## config.mk

```make
export PLATFORM = sky130hd
export DESIGN_NAME = ar_burst_splitter
export DESIGN_NICKNAME = d
export VERILOG_FILES = /design/src/rtl/ar_burst_splitter.sv
export SDC_FILE = /design/constraint.sdc
export NUM_CORES = 1
export LEC_CHECK = 0
export CELL_PAD_IN_SITES_DETAIL_PLACEMENT = 1
export CELL_PAD_IN_SITES_GLOBAL_PLACEMENT = 2
export CORE_ASPECT_RATIO = 1.75
export CORE_MARGIN = 3
export CORE_UTILIZATION = 30
export DETAILED_ROUTE_END_ITERATION = 10
export HOLD_SLACK_MARGIN = 0.03
export PLACE_DENSITY = 0.78
export SLEW_MARGIN = 30
export SYNTH_ARGS = -nofsm -noshare
export SYNTH_HDL_FRONTEND = slang
export SYNTH_SLANG_ARGS = --single-unit
```

## constraint.sdc

```tcl
create_clock -name clk -period 4.96 [get_ports clk]
set_input_delay 0.992 -clock clk [delete_from_list [all_inputs] [get_ports clk]]
set_output_delay 0.992 -clock clk [all_outputs]
set_load 0.02 [all_outputs]
```

## src/rtl/ar_burst_splitter.sv

```systemverilog
// AXI read-address burst splitter.
// A long AR burst is cut into sub-bursts of at most 2**LOG_SUB_BEATS beats,
// issued back to back toward the prefetcher. A small tracker remembers
// {id, sub-burst count} per original burst so the returning R stream can be
// re-marked with a single last flag per original burst. R data never enters
// this block; only the R handshake, last and ID are observed here.
module ar_burst_splitter #(
  parameter int ADDR_BITS            = 64,
  parameter int BURST_LEN_WIDTH      = 8,
  parameter int TID_WIDTH            = 8,
  parameter int LOG_BLOCK_DATA_BYTES = 6,
  parameter int LOG_SUB_BEATS        = 2,
  parameter int LOG_TRACK_DEPTH      = 2
) (
  input  logic                       clk,
  input  logic                       resetN,
  input  logic                       s_ar_valid,
  output logic                       s_ar_ready,
  input  logic [0:BURST_LEN_WIDTH-1] s_ar_len,
  input  logic [0:ADDR_BITS-1]       s_ar_addr,
  input  logic [0:TID_WIDTH-1]       s_ar_id,
  output logic                       m_ar_valid,
  input  logic                       m_ar_ready,
  output logic [0:BURST_LEN_WIDTH-1] m_ar_len,
  output logic [0:ADDR_BITS-1]       m_ar_addr,
  output logic [0:TID_WIDTH-1]       m_ar_id,
  input  logic                       m_r_valid,
  output logic                       m_r_ready,
  input  logic                       m_r_last,
  input  logic [0:TID_WIDTH-1]       m_r_id,
  output logic                       s_r_valid,
  input  logic                       s_r_ready,
  output logic                       s_r_last,
  output logic [0:TID_WIDTH-1]       s_r_id,
  output logic [0:1]                 errorCode
);

  // remaining-sub-burst counter width and per-burst sub-burst count width
  localparam int REM_W = BURST_LEN_WIDTH - LOG_SUB_BEATS;
  localparam int CNT_W = REM_W + 1;
  localparam int DEPTH = 1 << LOG_TRACK_DEPTH;
  localparam int PTR_W = LOG_TRACK_DEPTH + 1;

  localparam logic [BURST_LEN_WIDTH-1:0] SUB_LEN_MAX =
    BURST_LEN_WIDTH'((1 << LOG_SUB_BEATS) - 1);
  localparam logic [ADDR_BITS-1:0] ADDR_STEP =
    ADDR_BITS'(1) << (LOG_SUB_BEATS + LOG_BLOCK_DATA_BYTES);

  typedef enum logic {
    ST_IDLE,
    ST_ISSUE
  } state_t;

  // Descending-range views of the port vectors (same bit weights)
  logic [BURST_LEN_WIDTH-1:0] ar_len;
  logic [ADDR_BITS-1:0]       ar_addr;
  logic [TID_WIDTH-1:0]       ar_id;
  logic [TID_WIDTH-1:0]       r_id;

  assign ar_len  = s_ar_len;
  assign ar_addr = s_ar_addr;
  assign ar_id   = s_ar_id;
  assign r_id    = m_r_id;

  // Splitter context
  state_t                     state_q, state_d;
  logic [ADDR_BITS-1:0]       addr_q, addr_d;
  logic [BURST_LEN_WIDTH-1:0] len_q, len_d;
  logic [TID_WIDTH-1:0]       id_q, id_d;
  logic [REM_W-1:0]           rem_q, rem_d;

  // Tracker FIFO and R-side bookkeeping
  logic [TID_WIDTH-1:0]       trk_id_q [DEPTH];
  logic [TID_WIDTH-1:0]       trk_id_d [DEPTH];
  logic [CNT_W-1:0]           trk_n_q  [DEPTH];
  logic [CNT_W-1:0]           trk_n_d  [DEPTH];
  logic [PTR_W-1:0]           wr_ptr_q, wr_ptr_d;
  logic [PTR_W-1:0]           rd_ptr_q, rd_ptr_d;
  logic [CNT_W-1:0]           sub_cnt_q, sub_cnt_d;
  // err bit 0: R beat with tracker empty; bit 1: R ID differs from head ID
  logic [1:0]                 err_q, err_d;

  logic [LOG_TRACK_DEPTH-1:0] wr_idx, rd_idx;
  logic                       trk_empty, trk_full;
  logic [TID_WIDTH-1:0]       head_id;
  logic [CNT_W-1:0]           head_n;
  logic                       head_last_sub;
  logic                       ar_ok;
  logic                       ar_hs, m_ar_hs, r_hs;
  logic                       push, pop;

  assign wr_idx    = wr_ptr_q[LOG_TRACK_DEPTH-1:0];
  assign rd_idx    = rd_ptr_q[LOG_TRACK_DEPTH-1:0];
  assign trk_empty = (wr_ptr_q == rd_ptr_q);
  // same slot index with opposite wrap bit means every entry is occupied
  assign trk_full  = (wr_ptr_q[PTR_W-1] != rd_ptr_q[PTR_W-1]) &&
                     (wr_idx == rd_idx);
  assign head_id   = trk_id_q[rd_idx];
  assign head_n    = trk_n_q[rd_idx];
  assign head_last_sub = (sub_cnt_q == head_n - CNT_W'(1));

  // All tracked bursts share one ID, so comparing with the head suffices.
  assign ar_ok      = !trk_full && (trk_empty || (ar_id == head_id));
  // resetN gating keeps ready low while reset is held, not just after it
  assign s_ar_ready = resetN && (state_q == ST_IDLE) && ar_ok;
  assign m_ar_valid = (state_q == ST_ISSUE);
  assign m_ar_addr  = addr_q;
  assign m_ar_id    = id_q;
  assign m_ar_len   = (rem_q != '0) ? SUB_LEN_MAX
                                    : BURST_LEN_WIDTH'(len_q[LOG_SUB_BEATS-1:0]);

  assign ar_hs   = s_ar_valid && s_ar_ready;
  assign m_ar_hs = m_ar_valid && m_ar_ready;

  // R path is a straight wire apart from the re-derived last flag.
  assign s_r_valid = m_r_valid;
  assign m_r_ready = s_r_ready;
  assign s_r_id    = m_r_id;
  assign r_hs      = m_r_valid && s_r_ready;
  // With nothing tracked the beat is passed on with its own last flag.
  assign s_r_last  = m_r_last && (trk_empty || head_last_sub);

  assign push = ar_hs;
  assign pop  = r_hs && m_r_last && !trk_empty && head_last_sub;

  // Numeric weight is preserved: errorCode value 2'b10 means ID mismatch.
  assign errorCode = err_q;

  // Splitter FSM: latch the burst in IDLE, walk the sub-bursts in ISSUE
  always_comb begin
    state_d = state_q;
    addr_d  = addr_q;
    len_d   = len_q;
    id_d    = id_q;
    rem_d   = rem_q;
    unique case (state_q)
      ST_IDLE: begin
        if (ar_hs) begin
          addr_d  = ar_addr;
          len_d   = ar_len;
          id_d    = ar_id;
          rem_d   = ar_len[BURST_LEN_WIDTH-1:LOG_SUB_BEATS];
          state_d = ST_ISSUE;
        end
      end
      ST_ISSUE: begin
        if (m_ar_hs) begin
          if (rem_q != '0) begin
            // wraps silently at the top of the address space
            addr_d = addr_q + ADDR_STEP;
            rem_d  = rem_q - REM_W'(1);
          end else begin
            state_d = ST_IDLE;
          end
        end
      end
      default: state_d = ST_IDLE;
    endcase
  end

  // Tracker push/pop, sub-burst counting on R and sticky error capture
  always_comb begin
    trk_id_d  = trk_id_q;
    trk_n_d   = trk_n_q;
    wr_ptr_d  = wr_ptr_q + PTR_W'(push);
    rd_ptr_d  = rd_ptr_q + PTR_W'(pop);
    sub_cnt_d = sub_cnt_q;
    err_d     = err_q;
    if (push) begin
      trk_id_d[wr_idx] = ar_id;
      trk_n_d[wr_idx]  = CNT_W'(ar_len[BURST_LEN_WIDTH-1:LOG_SUB_BEATS]) + CNT_W'(1);
    end
    if (r_hs && m_r_last && !trk_empty) begin
      sub_cnt_d = head_last_sub ? '0 : sub_cnt_q + CNT_W'(1);
    end
    if (r_hs && trk_empty) begin
      err_d[0] = 1'b1;
    end
    if (r_hs && !trk_empty && (r_id != head_id)) begin
      err_d[1] = 1'b1;
    end
  end

  // Control state: asynchronously cleared, discarding any in-flight burst
  always_ff @(posedge clk or negedge resetN) begin
    if (!resetN) begin
      state_q   <= ST_IDLE;
      rem_q     <= '0;
      wr_ptr_q  <= '0;
      rd_ptr_q  <= '0;
      sub_cnt_q <= '0;
      err_q     <= '0;
    end else begin
      state_q   <= state_d;
      rem_q     <= rem_d;
      wr_ptr_q  <= wr_ptr_d;
      rd_ptr_q  <= rd_ptr_d;
      sub_cnt_q <= sub_cnt_d;
      err_q     <= err_d;
    end
  end

  // Payload registers: only meaningful while qualified by control state
  always_ff @(posedge clk) begin
    addr_q   <= addr_d;
    len_q    <= len_d;
    id_q     <= id_d;
    trk_id_q <= trk_id_d;
    trk_n_q  <= trk_n_d;
  end

endmodule

```

Yosys cells after proc, flatten, opt, wreduce, memory -nomap -nowiden
Index checks and enable logic that the tools add are counted.
W data, S select, Z words.
{"block": "classes", "n_addsub": 7, "n_lt_le_gt_ge": 3, "n_eq_ne": 9, "muxes": 26, "bitwise": 3, "reduce_logical": 22}
{"op": "$mux W64", "n": 3}
{"op": "$pmux W64 S2", "n": 1}
{"op": "$add A64 B9 Y64 const B", "n": 1}
{"op": "$bwmux W32", "n": 1}
{"op": "$bwmux W28", "n": 1}
{"op": "$mux W7", "n": 4}
{"op": "$mux W8", "n": 3}
{"op": "$mux W6", "n": 3}
{"op": "$bmux W8 S2", "n": 1}
{"op": "$demux W8 S2", "n": 1}
{"op": "$logic_and A1 B1 Y1", "n": 15}
{"op": "$bmux W7 S2", "n": 1}
{"op": "$demux W7 S2", "n": 1}
{"op": "$pmux W6 S2", "n": 1}
{"op": "$eq A8 B8 Y1", "n": 1}
{"op": "$ne A8 B8 Y1", "n": 1}
{"op": "$add A6 B1 Y7 const B", "n": 1}
{"op": "$add A7 B1 Y7 const B", "n": 1}
{"op": "$eq A7 B7 Y1", "n": 1}
{"op": "$sub A7 B1 Y7 const B", "n": 1}
{"op": "$add A3 B1 Y3", "n": 2}
{"op": "$ge A3 B3 Y1 const B", "n": 2}
{"op": "$not A2 Y3", "n": 2}
{"op": "$reduce_bool A6 Y1", "n": 1}
{"op": "15 further kinds", "n": 20}
{"block": "word_totals", "ff_bits": 156, "output_inout_bits": 95, "elab_cells": 88}

Logic depth before layout (Yosys ltp)
{"block": "depth", "word_depth": 11, "mapped_depth": 13}

Least setup slack after synthesis
Ideal clock, no wire load.
{"block": "synth_path", "kind": "register -> register", "start": "register rd_ptr_q[0]", "end": "register addr_q[63] (netlist: m_ar_addr[0]), enable pin", "setup_time_ps": 488, "arrival_time_ps": 4720, "t_required_ps": 4472, "slack_ps": -248, "stages_incl_launch_ff": 9, "path_buffers": 2, "cell_sequence": "dfrtp_1 -> buf_6 -> buf_4 -> mux4_2 -> xor2_1 -> nor3_2 -> o2111a_1 -> nor2_2 -> a21oi_1"}
{"block": "synth_via", "elab_chain_cells": 11, "elab_cells_between_ends": 15, "classes_between": "4 x eq/ne; 3 x mux; 1 x bitwise; 7 x reduce/logical"}
{"item": "start, declared", "line_no": "78", "source": "logic [PTR_W-1:0] rd_ptr_q, rd_ptr_d;"}
{"item": "start signal, assigned", "line_no": "197", "source": "rd_ptr_q <= rd_ptr_d;"}
{"item": "$not A2 Y3 (implied by the code)", "line_no": "98", "source": "assign head_id = trk_id_q[rd_idx];"}
{"item": "$bmux W8 S2", "line_no": "98"}
{"item": "$mux W8 (implied by the code) (2 in a row)", "line_no": "98"}
{"item": "$eq A8 B8 Y1", "line_no": "103", "source": "assign ar_ok = !trk_full && (trk_empty || (ar_id == head_id));"}
{"item": "$logic_or A1 B1 Y1", "line_no": "103"}
{"item": "$logic_and A1 B1 Y1 (*)", "line_no": "103"}
{"item": "$logic_and A1 B1 Y1 (*)", "line_no": "105", "source": "assign s_ar_ready = resetN && (state_q == ST_IDLE) && ar_ok;"}
{"item": "$logic_and A1 B1 Y1 (*)", "line_no": "112", "source": "assign ar_hs = s_ar_valid && s_ar_ready;"}
{"item": "$ne A2 B2 Y1 (no line) (*)"}
{"item": "$reduce_and A3 Y1 (no line) (*)"}
{"item": "end signal, assigned", "line_no": "205", "source": "addr_q <= addr_d;"}
{"item": "end, declared", "line_no": "67", "source": "logic [ADDR_BITS-1:0] addr_q, addr_d;"}
Mark *: on every way between the ends. The rest lies on a longest branch, timed or not. The select of a mux whose other input is x is not followed.
A chain may end at the register's enable or synchronous reset.

Worst setup path after layout
{"block": "layout_path", "start": "register rd_ptr_q[0]", "end": "output port s_r_last"}
{"block": "layout_via", "elab_chain_cells": 8, "elab_cells_between_ends": 9, "classes_between": "1 x add/sub; 2 x eq/ne; 3 x mux; 1 x bitwise; 2 x reduce/logical"}
{"item": "$not A2 Y3 (implied by the code)", "line_no": "99", "source": "assign head_n = trk_n_q[rd_idx];"}
{"item": "$bmux W7 S2", "line_no": "99"}
{"item": "$mux W7 (implied by the code) (2 in a row)", "line_no": "99"}
{"item": "$sub A7 B1 Y7", "line_no": "100", "source": "assign head_last_sub = (sub_cnt_q == head_n - CNT_W'(1));"}
{"item": "$eq A7 B7 Y1", "line_no": "100"}
{"item": "$logic_or A1 B1 Y1 (*)", "line_no": "121", "source": "assign s_r_last = m_r_last && (trk_empty || head_last_sub);"}
{"item": "$logic_and A1 B1 Y1 (*)", "line_no": "121"}
{"item": "end, declared", "line_no": "33", "source": "output logic s_r_last,"}
Marked as above.

==> qor.csv <==
metric;value;unit
total power;5800;µW
GPL Wtd Cong;0.780;
Syn. warnings;0;
Area contributors post-synth;edfxtp_1 (50%), xor2_1 (7.2%), dfrtp_1 (6.9%);
TritonCTS clock tree;built;
unrepaired setup endpoints after global routing;false;
Synth-to-Final Area Change;35.2;%
cell with the most instances after synthesis;edfxtp_1;
CP top delay family;compound AO/OA/AOI/OAI gates;
Synth top cells by count;edfxtp_1 (134), xor2_1 (66), nor2_1 (65), a21oi_1 (59), nand3_1 (34);
crit path cell chain;mux4_1 -> inv_1 -> ha_1 -> inv_1 -> o21a_1 -> nor4b_2 -> o31ai_1 -> a2111oi_4 -> o21a_1 -> clkdlybuf4s50_1;
Overflow after GRT;0;
Crit path required time;3.97;ns
DRC viols;0;
DIE AREA;28700;µm²
period utilization;0.942;
Die H;222;µm
Slew headroom;0.444;
Synth Instances;663;
outcome;complete, no violations;
endpoints failing hold;0;
Final min period;4.67;ns
largest net degree at the start of global routing;84;
clk root buf;clkbuf_16;
first-pass GRT wire length;35.1;mm
hold path cells;1;
stages on the worst setup path;10;
Max Clk Rate;0.214;GHz
Post-Route Skew;0.0110;ns
Antenna Nets Post-Route;0;
Nets;944;
initial antenna violation count;1;
Crit. End Element;output port;
core footprint;26100;µm²
io pins;190;
Netlist cell types;58;
starting density of the core;0.307;
drt first pass iters;4;
sequential area share after synthesis;0.572;
Power Dens Cells;537;nW/µm²
Yosys reg bits;156;
synthesized area;8000;µm²
Top FF cell, synth;edfxtp_1;
FILL cells;2766;
num rows;78;
initial DRC count;192;
H-tree depth;4;
worst hold path type;register to register;
worst slack, placed;0.599;ns
clk sinks;156;
worst skew pair latency;0.45;ns
largest stage delay on the critical path;0.65;ns
hpwl dp;16.5;mm
syn avg cell area;12.1;µm²
mean routed wirelength per cell;19.0;µm
CP max FO;7;
Max IR drop VDD;0.274;mV
EDFF count, synth;134;
Max-Cap Viols;0;
slack of the critical path;0.287;ns
Worst-path clk slew;0.07;ns
final WL;22.3;mm
vias after detailed routing;5841;
Hold-fix buffers, CTS;0;
Critical Path AT;3.68;ns
vias in the first global route;6375;
crit path buf inv count;3;
drt via density;4.98;
final hold slack;0.470;ns
cells on worst reg2reg path;9;
top cell type's share of synthesized area;0.503;
PostCTS Resize Cnt;0;
Pleak;0.00380;µW
Post-CTS Setup Bufs;0;
GRT Total Usage;0.161;
ratio of cells with drive above 1 in the final layout;0.0879;
Slew @ Worst Pin;0.834;ns
CP startpoint kind;register;
maximum clock insertion buffer count;2;
Post-synth ARST share;0.141;
final setup vio count;0;
Chip Width;129;µm
TritonCTS buffer count;17;
Pins Over Slew Limit;0;
largest area contributor in the netlist;edfxtp_1;
Slowest-stage cell, CP;mux4_1;
setup TNS;0;ns
I/O Buffers;183;
CP Class;register to output port;
==> area by class of cell <==
cell class,count,area (µm²),share of cell area
Antenna cell,1,2.50,0.000231
Inverter,16,60.1,0.00555
Clock inverter,11,184,0.0170
Clock buffer,21,460,0.0426
Timing Repair Buffer,199,1960,0.182
Sequential cell,156,4580,0.423
Multi-Input combinational cell,450,3170,0.293
Tap cell,320,400,0.0370
==> final timing paths <==
| kind | start | end | slack, ns |
|---|---|---|---|
| min in group asynchronous | resetN | errorCode[0]$_DFFE_PN0P_ | 0.96 |
| worst max-delay path | rd_ptr_q[0]$_DFF_PN0_ | s_r_last | 0.29 |
| worst max register to register | rd_ptr_q[0]$_DFF_PN0_ | trk_n_q[0]$_DFFE_PP_ | 1.27 |
| worst min-delay path | errorCode[1]$_DFFE_PN0P_ | errorCode[1]$_DFFE_PN0P_ | 0.47 |
| max in group asynchronous | resetN | m_ar_valid$_DFF_PN0_ | 3.71 |
| worst min register to register | errorCode[1]$_DFFE_PN0P_ | errorCode[1]$_DFFE_PN0P_ | 0.47 |
==> worst register-to-register path, cell delays in order (launching register included) <==
cell	delay, ns
dfrtp_2	0.49
buf_4	0.30
mux4_1	0.66
xnor2_1	0.19
and4_1	0.25
o2111a_1	0.21
nor2_2	0.51
inv_1	0.21
and3_1	0.38
buf_4	0.24
==> cells in the final DEF, fill, tap and decap left out, types with 5 or more instances in the layout <==
| cell type | netlist | layout |
|---|---|---|
| clkdlybuf4s50_1 | 0 | 183 |
| edfxtp_1 | 134 | 134 |
| xor2_1 | 66 | 66 |
| nor2_1 | 65 | 65 |
| a21oi_1 | 59 | 58 |
| nand3_1 | 34 | 34 |
| xnor2_1 | 27 | 27 |
| and3_1 | 26 | 26 |
| nand2_1 | 24 | 24 |
| nand4_1 | 20 | 20 |
| dfrtp_1 | 22 | 20 |
| clkbuf_16 | 0 | 17 |
| inv_1 | 16 | 16 |
| buf_4 | 18 | 15 |
| nor3_1 | 12 | 11 |
| mux4_2 | 8 | 9 |
| nor2b_1 | 9 | 9 |
| ha_1 | 9 | 9 |
| mux2i_1 | 8 | 8 |
| and4_1 | 6 | 6 |
| conb_1 | 1 | 6 |
| nand2b_1 | 5 | 5 |
| and2_1 | 5 | 5 |
| o21ai_0 | 5 | 5 |
==> stage by stage <==
step	instances	instance area (µm²)	utilization
after global placement	1141	10200	0.390
after global routing	1173	10800	0.415
final	1174	10800	0.415
after floorplan	668	8030	-
after CTS	1173	10800	0.415
after detailed placement	1141	10200	0.390
==> sequential cells by signal (all words and copies together), names as in the netlist <==
signal and cells:
m_ar_addr 64, trk_id_q 32, trk_n_q 28, m_ar_id 8, sub_cnt_q 7, rem_q 6
rd_ptr_q 3, wr_ptr_q 3, errorCode 2, len_q 2, m_ar_valid 1
==> logic make-up after synthesis <==
kind of cell | Yosys count | share of synthesized area
AO/OA/AOI/OAI | 95 | 0.0738
XOR/XNOR | 93 | 0.102
adder cells (fa/ha/maj) | 9 | 0.0141
buffers and inverters | 62 | 0.0386
flip-flops | 156 | 0.572
multiplexers | 22 | 0.0503
other | 1 | 0.000469
AND/OR/NAND/NOR | 225 | 0.149
==> layer usage <==
layer | wire (µm) | global-route usage
met1 | 7740 | 0.154
met5 | 0 | 0
met4 | 467 | 0.0597
met2 | 13000 | 0.312
met3 | 1130 | 0.0460
==> report_power, final <==
| group | internal, µW | switching [µW] |
|---|---|---|
| sequential | 1920 | 427 |
| clock | 879 | 559 |
| combinational | 941 | 1080 |
| total | 3740 | 2060 |
Note: power is estimated with default switching activity, not from simulation.
==> RTL change 1: new RTL, same settings <==
Make the reset (`resetN`) synchronous in one clocked block. Comments in the files are not updated.
--- a/src/rtl/ar_burst_splitter.sv
+++ b/src/rtl/ar_burst_splitter.sv
@@ -182,7 +182,7 @@
   end
 
   // Control state: asynchronously cleared, discarding any in-flight burst
-  always_ff @(posedge clk or negedge resetN) begin
+  always_ff @(posedge clk) begin
     if (!resetN) begin
       state_q   <= ST_IDLE;
       rem_q     <= '0;
Behaviour: differs if resetN is asserted again (counterexample within 4 cycles, from zero or initial values and one cycle with resetN low); with resetN held inactive, the same outputs for 4 cycles.
==> RTL change 1 against the unedited design <==
- register-to-register slack improved by 40 ps
- sequential cell count did not move
- design area fell by 1.5%
- non-clock buffer count did not move
- clock skew rose by 0.93 ps
- synthesized area fell by 0.59%
- wire length fell by 1.3%
- setup slack improved by 33 ps
- count of clock-buffer cells in the layout did not move
- critical endpoint unchanged
- highest routed layer unchanged
Power is not compared: it rests on default switching activity, and its combinational part moved more than twofold at a synthesized area within 25%.
==> RTL change 1: results (changes against the unedited design) <==
Post-Place Worst Slack: 457 ps (-141 ps)
Yosys warnings: 0 (unchanged)
Crit-path max cell delay: 640 ps
CP Max Fanout: 6 (-1)
Worst hold stages: 2 (+1)
Measured slew at the worst slew-check pin: 876 ps (+41.6 ps)
Commonest cells post-synth: edfxtp_1, nor2_1, a21oi_1
First-pass GRT wire length: 34500 µm (-1.6%)
Ranking of synthesized cells by area: edfxtp_1, xor2_1, dfxtp_1, xnor2_1, nor2_1
All-Layer GR Usage: 15.9% (-0.18 points)
Synth Instances: 693 (+4.5%)
# diodes: 0 (-1)
Final GP Congestion: 0.799 (+2.5%)
Maximum level of the CTS H-tree: 4 (unchanged)
Vias per cell: 4.91 (-1.4%)
Reg2reg start: rd_ptr_q[0]
Hold wc startpoint: errorCode[0]
Status: complete, no violations
Reg2reg setup slack: 1310 ps (+40 ps)
CP Capture Point: s_r_last
Tightest Hold Check Type: reg -> reg
Hold slack: 448 ps (-22.5 ps)
Post-Route WL: 22000 µm (-1.3%)
Cts repair resizes: 0 (unchanged)
Post-placement cell count: 1171 (+2.6%)
Critical Path AT: 3650 ps (-30 ps)
Drt first pass iters: 4 (unchanged)
Seq/Total Area, Yosys: 56.1% (-1.0 points)
Deepest clock path buffer count: 2 (unchanged)
R2R cell count: 10 (+1)
Post-synth ARST share: 0% (-14 points)
Crit-path slowest cell: mux4_2
Initial antenna violation count: 0 (-1)
Starting DRT DRC Count: 230 (+20%)
Post-detail-place hpwl: 16400 µm (-0.98%)
Dpl cell area: 0.0101 mm² (-0.59%)
Routed wire length per instance: 18.3 µm (-3.7%)
Number of global-route vias before repair: 6216 (-2.5%)
Tcrit/Tclk final: 93.5% (-0.67 points)
Critical path type: reg -> out
Clock-pin slew on the worst setup and hold paths: 70 ps (about the same)
Post-synth EDFFs: 134 (unchanged)
Worst skew pair latency: 450 ps (about the same)
Largest net degree at the start of global routing: 92 (+9.5%)
Synth unique cells: 53 (-8.6%)
Final net count: 974 (+3.2%)
Worst Skew: 12.0 ps (+0.931 ps)
RR Endpoint: wr_ptr_q[1]
Setup bufs post-CTS: 0 (unchanged)
Hold Path End: errorCode[0]
Layout cells sized above 1: 7.59% (-1.2 points)
[RTL change 1: cell count changes after synthesis, sizes merged, moves of 5 or more]
cell / delta
mux2i: +18
nand3: -10
dfxtp: +22
nand2: +12
mux4: -5
inv: +5
and3: -14
nor2: +22
xnor2: +11
dfrtp: -22
xor2: -8
[RTL change 1: cell families after synthesis]
| logic type | count (synthesis) | synth area share [%] |
|---|---|---|
| other | 1 | 0.0471 |
| multiplexers | 36 | 5.82 |
| AO/OA/AOI/OAI | 95 | 7.22 |
| adder cells (fa/ha/maj) | 9 | 1.42 |
| AND/OR/NAND/NOR | 233 | 14.5 |
| flip-flops | 156 | 56.1 |
| buffers and inverters | 67 | 4.26 |
| XOR/XNOR | 96 | 10.7 |
[RTL change 1: per-layer routing]
metal	part of all wire, %	GRT usage (%)	vias up	wire length [µm]
met5	0	0	-	0
met4	2.7	7.15	0	589
met3	5.0	4.25	31	1100
met2	57	30.1	156	12500
met1	36	15.5	2863	7820
li1	-	-	2851	-
[RTL change 1: worst max-delay path: cells and delay by family, from the launching register on]
family / cells / cell delay, ps
buffers and inverters: 2 / 690
multiplexers: 1 / 640
AND/OR/NAND/NOR: 3 / 560
flip-flops: 1 / 550
XOR/XNOR: 2 / 360
adder cells (fa/ha/maj): 1 / 290
AO/OA/AOI/OAI: 1 / 110
[RTL change 1: final cells by class]
class | instances | area (µm²)
Clock buffer | 21 | 460
Clock inverter | 11 | 85.1
Fill cell | 2819 | 15400
Inverter | 21 | 78.8
Multi-Input combinational cell | 475 | 3180
Sequential cell | 156 | 4470
Tap cell | 320 | 400
Timing Repair Buffer | 199 | 1980
[RTL change 1: power breakdown]
part	switching, mW	total, mW	internal, mW
Combinational	0.300	0.567	0.267
Sequential	0.0724	1.60	1.53
Clock	0.565	1.24	0.671
Total	0.938	3.40	2.46
==> RTL change 2: new RTL, same flow settings <==
Without the edit above. The parameter `LOG_TRACK_DEPTH` goes from 2 to 3.
--- a/src/rtl/ar_burst_splitter.sv
+++ b/src/rtl/ar_burst_splitter.sv
@@ -10,7 +10,7 @@
   parameter int TID_WIDTH            = 8,
   parameter int LOG_BLOCK_DATA_BYTES = 6,
   parameter int LOG_SUB_BEATS        = 2,
-  parameter int LOG_TRACK_DEPTH      = 2
+  parameter int LOG_TRACK_DEPTH      = 3
 ) (
   input  logic                       clk,
   input  logic                       resetN,
Formal check against the unedited RTL: no difference found for any inputs over 4 cycles, from zero or initial values and one cycle with resetN low; that may be too few to reach the edited logic, so the function may still have changed.
==> RTL change 2 against the unedited design <==
- synthesized area increased by 32%
- setup slack worse by 120 ps
- power down 17%
- design area increased by 28%
- wire length increased by 39%
- sequential cell count rose by 62
- via count is 24% higher
- global-route usage rose by 0.13 points
- critical endpoint is now s_ar_ready
==> RTL change 2: results (changes against the unedited design) <==
Status: complete, no violations
Routed wire length per instance: 20.6 µm (+8.6%)
Maximum vdd drop: 0.218 mV (-20%)
Starting DRT DRC Count: 285 (+48%)
Seq/Total Area, Yosys: 61.1% (+3.9 points)
Layout cells sized above 1: 12.8% (+4.0 points)
Reg2reg start: rd_ptr_q[2]
First-pass GRT wire length: 46600 µm (+33%)
Crit-path slowest cell: clkdlybuf4s50_1
Commonest cells post-synth: edfxtp_1, nor2_1, a21oi_1
Worst Skew: 23.8 ps (+12.8 ps)
Hold slack: 476 ps (+5.53 ps)
Synth unique cells: 61 (+5.2%)
Non-filler cells, final: 1499 (+28%)
Slew HR: 38.5% (-5.8 points)
Leakage: 4.64 nW (+22%)
M1 WL: 10800 µm (+40%)
Final GP Congestion: 0.804 (+3.1%)
Syn avg cell area: 12.8 µm² (+6.2%)
Post-detail-place hpwl: 22800 µm (+38%)
Drt first pass iters: 5 (+1)
Number of CTS-inserted buffers: 22 (+5)
# diodes: 0 (-1)
Post-synth ARST share: 11.0% (-3.1 points)
Post-synth EDFFs: 194 (+45%)
Grt met2 use: 32.3% (+1.0 points)
Fin util: 40.0% (-1.5 points)
Crit-path max cell delay: 620 ps (-30 ps)
Psw: 1.38 mW (-33%)
Mux share of post-synthesis cell area: 7.10% (+2.1 points)
Top Metal Used: met5
Dpl cell area: 0.0130 mm² (+28%)
Met1 GRT Util: 16.7% (+1.3 points)
Routed wl met3: 1540 µm (+37%)
## RTL change 2: repair_timing
action                     in CTS  in global routing
setup endpoints to repair       1                  2
resized for setup               7                 15
pin swaps                       0                  3
hold buffers                    0                  0
## RTL change 2: per-stage QoR
step                      setup TNS, ps  setup WS (ps)  power (mW)
final                                 0            163        4.83
after CTS                             0           4.45        4.91
after detailed placement              0           74.9        3.25
after global routing              -12.0          -11.6        5.05
after global placement                0            122        3.23
after floorplan                       0            496        2.80
## RTL change 2: layout make-up
class                           instances  area share, %
Clock buffer                           25           4.21
Clock inverter                         15          0.887
Inverter                               16          0.435
Multi-Input combinational cell        542           28.1
Sequential cell                       218           46.5
Tap cell                              460           4.17
Timing Repair Buffer                  223           15.7
## RTL change 2: final timing paths
kind	end	depth (start not counted)
max	s_ar_ready	9
min	errorCode[1]	1
max reg2reg	rd_ptr_q[2]	15
min reg2reg	errorCode[1]	1
max in group asynchronous	m_ar_valid	2
min in group asynchronous	wr_ptr_q[0]	2
